## src/rtl/fsqrt_issue_ctrl.sv

```systemverilog
// fsqrt_issue_ctrl: launches the iterative sqrt unit, stalls the pipeline and arbitrates its FP write-back.
// Optional FSQRT_BYPASS_EN adds byp_hit_a/byp_hit_b/byp_data so a WB-stage hazard forwards instead of stalling.
module fsqrt_issue_ctrl #(
    parameter int TIMEOUT = 31,
    parameter int REGW    = 5
) (
    input  logic            clock,
    input  logic            resetn,
    input  logic            enable,
    input  logic            flush,
    input  logic            id_fsqrt,
    input  logic [31:0]     id_fs,
    input  logic [1:0]      id_rm,
    input  logic [REGW-1:0] id_fd,
    input  logic [REGW-1:0] id_rs_a,
    input  logic [REGW-1:0] id_rs_b,
    output logic            u_fsqrt,
    output logic [31:0]     u_d,
    output logic [1:0]      u_rm,
    input  logic            u_busy,
    input  logic [31:0]     u_s,
    output logic            stall,
    output logic            wb_req,
    output logic [REGW-1:0] wb_fd,
    output logic [31:0]     wb_data,
    input  logic            wb_grant,
`ifdef FSQRT_BYPASS_EN
    output logic            byp_hit_a,
    output logic            byp_hit_b,
    output logic [31:0]     byp_data,
`endif
    output logic            timeout
);
    localparam int CW = $clog2(TIMEOUT + 1);

    typedef enum logic [1:0] {IDLE, LAUNCH, WAIT, WB} state_t;

    state_t          state_q, state_d;
    logic [CW-1:0]   cnt_q, cnt_d;
    logic            busy_seen_q, busy_seen_d;
    logic            pending_q, pending_d;
    logic [REGW-1:0] pend_fd_q, pend_fd_d;
    logic [31:0]     u_d_q, u_d_d;
    logic [1:0]      u_rm_q, u_rm_d;
    logic [31:0]     wb_data_q, wb_data_d;
    logic            timeout_q, timeout_d;
    logic            active, hit_a, hit_b, haz_stall;

    always_comb begin
        state_d     = state_q;
        cnt_d       = cnt_q;
        busy_seen_d = busy_seen_q;
        pending_d   = pending_q;
        pend_fd_d   = pend_fd_q;
        u_d_d       = u_d_q;
        u_rm_d      = u_rm_q;
        wb_data_d   = wb_data_q;
        timeout_d   = timeout_q;
        case (state_q)
            IDLE: begin
                cnt_d = '0;
                if (id_fsqrt && enable && !flush) begin
                    state_d   = LAUNCH;
                    u_d_d     = id_fs;
                    u_rm_d    = id_rm;
                    pend_fd_d = id_fd;
                    pending_d = 1'b1;
                end
            end
            LAUNCH: begin
                cnt_d       = '0;
                busy_seen_d = 1'b0;
                state_d     = flush ? IDLE : WAIT;
                pending_d   = !flush;
            end
            WAIT: begin
                cnt_d       = cnt_q + CW'(1);
                busy_seen_d = busy_seen_q | u_busy;
                if (flush) begin
                    state_d   = IDLE;
                    pending_d = 1'b0;
                end else if (busy_seen_q && !u_busy) begin
                    state_d   = WB;
                    wb_data_d = u_s;
                end else if (cnt_q == CW'(TIMEOUT - 1)) begin
                    state_d   = IDLE;
                    pending_d = 1'b0;
                    timeout_d = 1'b1;
                end
            end
            WB: begin
                if (wb_grant) begin
                    state_d   = IDLE;
                    pending_d = 1'b0;
                end
            end
            default: state_d = IDLE;
        endcase
    end

    always_ff @(posedge clock or negedge resetn) begin
        if (!resetn) begin
            state_q     <= IDLE;
            cnt_q       <= '0;
            busy_seen_q <= 1'b0;
            pending_q   <= 1'b0;
            pend_fd_q   <= '0;
            u_d_q       <= '0;
            u_rm_q      <= '0;
            wb_data_q   <= '0;
            timeout_q   <= 1'b0;
        end else begin
            state_q     <= state_d;
            cnt_q       <= cnt_d;
            busy_seen_q <= busy_seen_d;
            pending_q   <= pending_d;
            pend_fd_q   <= pend_fd_d;
            u_d_q       <= u_d_d;
            u_rm_q      <= u_rm_d;
            wb_data_q   <= wb_data_d;
            timeout_q   <= timeout_d;
        end
    end

    // Operand/result buses read as zero whenever they carry nothing meaningful.
    always_comb begin
        active  = state_q != IDLE;
        hit_a   = pending_q && (id_rs_a == pend_fd_q);
        hit_b   = pending_q && (id_rs_b == pend_fd_q);
        u_fsqrt = state_q == LAUNCH;
        u_d     = active ? u_d_q : '0;
        u_rm    = active ? u_rm_q : '0;
        wb_req  = state_q == WB;
        wb_fd   = wb_req ? pend_fd_q : '0;
        wb_data = wb_req ? wb_data_q : '0;
        timeout = timeout_q;
`ifdef FSQRT_BYPASS_EN
        byp_hit_a = wb_req && hit_a;
        byp_hit_b = wb_req && hit_b;
        byp_data  = (byp_hit_a || byp_hit_b) ? wb_data_q : '0;
        haz_stall = (hit_a || hit_b) && !wb_req;
`else
        haz_stall = hit_a || hit_b;
`endif
        stall = (state_q == LAUNCH) || (state_q == WAIT) || haz_stall || (id_fsqrt && active);
    end
endmodule
```

## config.mk

```make
export PLATFORM = sky130hd
export DESIGN_NAME = fsqrt_issue_ctrl
export DESIGN_NICKNAME = d
export VERILOG_FILES = /design/src/rtl/fsqrt_issue_ctrl.sv
export SDC_FILE = /design/constraint.sdc
export NUM_CORES = 1
export LEC_CHECK = 0
export BUFFER_PORTS_ARGS = -buffer_cell sky130_fd_sc_hd__buf_2
export CORE_UTILIZATION = 52
export CTS_CLUSTER_SIZE = 16
export DETAILED_ROUTE_END_ITERATION = 8
export MAX_ROUTING_LAYER = met4
export PLACE_DENSITY_LB_ADDON = 0.25
export RECOVER_POWER = 50
export SLEW_MARGIN = 20
export SYNTH_ARGS = -nofsm -noshare
export SYNTH_HDL_FRONTEND = slang
export SYNTH_SLANG_ARGS = --single-unit
```

## constraint.sdc

```tcl
create_clock -name clock -period 3.1 [get_ports clock]
set_input_delay 0.155 -clock clock [delete_from_list [all_inputs] [get_ports clock]]
set_output_delay 0.155 -clock clock [all_outputs]
set_load 0.02 [all_outputs]
```

==> results.txt <==
* Leakage component of the power: 2.59 nW
- Clock-pin slew was measured on the worst setup and hold paths at 0.08 ns.
- In this run, CTS created clock tree buffers numbering 9.
* Met3 Usage GRT: 0.0494
* Portion of the post-synthesis area used by sequential elements: 0.524
- Counting instances in the post-synthesis netlist gives the leading cell types as 81 x dfrtp_1, 60 x mux2_2, 37 x and2_1.
* Post-cts hold buffer count: 0
* Worst reg-to-reg setup slack: 1.10 ns
- Crit path DAT: 2.12 ns
- For this configuration, the core starts out at a cell density of 0.537.
- The number of antenna violations at the first check in global routing was 0.
- Number of instances resized during post-cts repair: 0
* I/O Buffers: 162
- The number of antenna diodes in the final layout is 0.
- Core Rows: 31
- Summing over every cut layer, the via total after detailed routing is 2818.
- The largest single stage delay on the critical path is 1.39 ns.
* Slew @ Worst Pin: 1.95 ns
- Hold Path End: wb_data_q[23]$_DFFE_PN0P_
* Wire length of the first global-routing pass: 11700 um
* Net count reported at finish: 566
- In the final layout, the share of cells above drive strength 1 is 0.508.
- The congestion estimate from routability-driven global placement came to 0.775.
* Cell count of the worst reg-to-reg path: 5
- Nature of the critical path endpoint: asynchronous set/reset pin
- Failing checks: max-capacitance violations, max-slew violations
* Leading register cell type out of synthesis: dfrtp_1
* Setup slack after layout: 1.06 ns
* Warning count from the yosys run: 0
- Final ANT Viol Nets: 0
- Most frequently used cell type in the post-synthesis netlist: dfrtp_1
- Syn Inst Count: 309
- Of the available clock period, the critical path in the final layout requires 0.659.
- Summed over all layers, the routed wires come to 7710 um.
- Endpoint of the worst-slack reg-to-reg timing path: u_d_q[30]$_DFFE_PN0P_
- Chip height: 88.3 um
* Number of synthesized flops with an enable pin: 0
- In this run, synthesis produced a sequential element count of 81.
* Outcome: finished, violations left
- HPWL after DPL: 5510 um
- CP max stage cell: clkbuf_2
- Global route hottest layer: met2
- Critical Path RT: 3.17 ns
* Final setup violation count: 0
* CTS root buf: clkbuf_8
- The total overflow left after global routing is 0.
- Cell Chain, Critical Path: dlygate4sd3_1 > clkbuf_2
- Sum Neg Setup Slack: 0 ns
* Pwr Density: 868 nW/um^2
- DIE AREA: 7790 um^2
* H-tree levels: 3
- OpenSTA, run right after detailed placement, puts the worst setup slack at 1.23 ns.
- Global-route usage over all layers: 0.206
- The count of final max-slew check failures is 82.
- Type of the worst min-delay path: in -> reg
* VDD IR-drop max: 0.386 mV
* Post-layout minimum cycle time: 2.04 ns
* Setup repair after global routing missed its margin: false
* Boundary pin count: 163
- Length of the first detailed-routing pass in iterations: 5
- The worst setup path is launched from an input pin.
- Across the run, the number of max-cap violations was 1.
* Worst Hold Launch: u_s[23]
* Global routing met2 resource utilization: 0.327
- The number of different library cells used by synthesis comes to 34.
* Hold Crit Depth: 2
- Dividing the synthesized area by the synthesized cell count gives 12.5 um^2.
- Yosys top cell area share: 0.524
- Static timing analysis puts the maximum clock frequency at 0.489 GHz.
* Cell types occupying the most area after synthesis: dfrtp_1 52%, mux2_2 17%, and2_1 6.0%
- The tightest hold path in the finished design has a slack of 0.0215 ns.
- Async set or reset register ratio after synthesis: 1.00
- From left edge to right edge, the die measures 88.3 um.
* Area added between synthesis and finish: 26.4%
* Post-CTS setup buffer count: 0
- GRT met1 Usage: 0.251
- When the netlist entered floorplanning its net count stood at 404.
* Power, Total: 4.25 mW
- Clock skew on the completed layout was measured at 0.00881 ns.
* Sinks on the clock net: 81
* DRC: 0
* Relative slew slack: -0.297
- The final count of hold timing violations came to 0.
* Average wire per standard cell: 13.4 um
- Along the worst path, the maximum fanout reaches 81.
- Initial DRC count: 83
- Worst-case clock buffer depth: 2
* Pin count of the biggest net entering global routing: 82
* R2r startpoint: state_q[0]$_DFFE_PN0P_
- Number of global-route vias before repair: 2574
- After floorplanning, the core was sized to cover 7210 um^2.
- The cell family contributing the most delay on the critical path is buffers and inverters.
- Clk Latency, worst-skew pair: 0.34 ns
* Average via count per standard cell: 4.90
- Of all cell types, the one taking the most synthesized area is dfrtp_1.
- Worst Path Buf+Inv: 2
* Clock tree from TritonCTS: yes
- The critical path is of the in -> async type.
- The cell area that synthesis handed to floorplanning was 3870 um^2.
## registers in the layout (all words and copies together), names as in the netlist
signal,count
timeout,1
u_d_q,32
busy_seen_q,1
state_q,2
u_rm_q,2
cnt_q,5
pending_q,1
wb_data_q,32
pend_fd_q,5
## metrics by stage
stage | cell area (um^2) | utilization | std cells
finish | 4890 | 0.678 | 575
global route | 4890 | 0.678 | 575
CTS | 4920 | 0.682 | 574
detailed placement | 4750 | 0.658 | 558
global placement | 4750 | 0.658 | 558
floorplan | 3870 | - | 309
## worst max-delay path by stage
stage	to	cells after the start	slack [ns]	from
after global placement	state_q[1]$_DFFE_PN0P_	6	1.29	state_q[0]$_DFFE_PN0P_
after CTS	u_d[31]	5	1.14	state_q[0]$_DFFE_PN0P_
after detailed placement	wb_data_q[2]$_DFFE_PN0P_	6	1.23	state_q[0]$_DFFE_PN0P_
after floorplan	pend_fd_q[0]$_DFFE_PN0P_	7	1.35	state_q[0]$_DFFE_PN0P_
final	wb_data_q[29]$_DFFE_PN0P_	2	1.06	resetn
after global routing	cnt_q[3]$_DFFE_PN0P_	2	0.62	resetn
## cell type report
class                           instances  area [um^2]
Sequential cell                        81         2030
Clock inverter                          6         45.0
Tap cell                               99          124
Inverter                                6         22.5
Multi-Input combinational cell        207         1710
Clock buffer                           10          128
Fill cell                             601         2320
Timing Repair Buffer                  166          838
## where the power goes
group,internal (mW),switching [mW]
registers,1.51,0.230
logic,0.841,1.00
clock network,0.292,0.375
total,2.64,1.61
## per-layer routing
layer	share of wire	up-vias
li1	-	1360
met3	0.069	12
met4	0.017	0
met2	0.49	104
met5	0	-
met1	0.43	1342
## cell usage in the layout, fill, tap and decap left out, drive strengths merged, types with 4 or more instances in the layout
| cell type | Yosys | routed |
|---|---|---|
| a21oi | 8 | 8 |
| and2 | 37 | 37 |
| buf | 7 | 160 |
| clkbuf | 8 | 15 |
| clkinv | 0 | 4 |
| dfrtp | 81 | 81 |
| ha | 7 | 7 |
| inv | 6 | 5 |
| mux2 | 73 | 73 |
| nand2 | 7 | 7 |
| nand2b | 4 | 4 |
| nand3 | 5 | 5 |
| nor2b | 33 | 33 |
| o21ai | 4 | 4 |
| xor2 | 8 | 8 |
## logic make-up after synthesis
kind of cell               count (synthesis)  synth area share
and+or+nand+nor                          101             0.158
DFF                                       81             0.524
AOI/OAI and AO/OA                         15            0.0217
muxes                                     74             0.225
buffers and inverters                     21            0.0268
adders and majority gates                  7            0.0226
xor gates and xnor gates                  10            0.0226
Power figures use the tool's default switching activity.
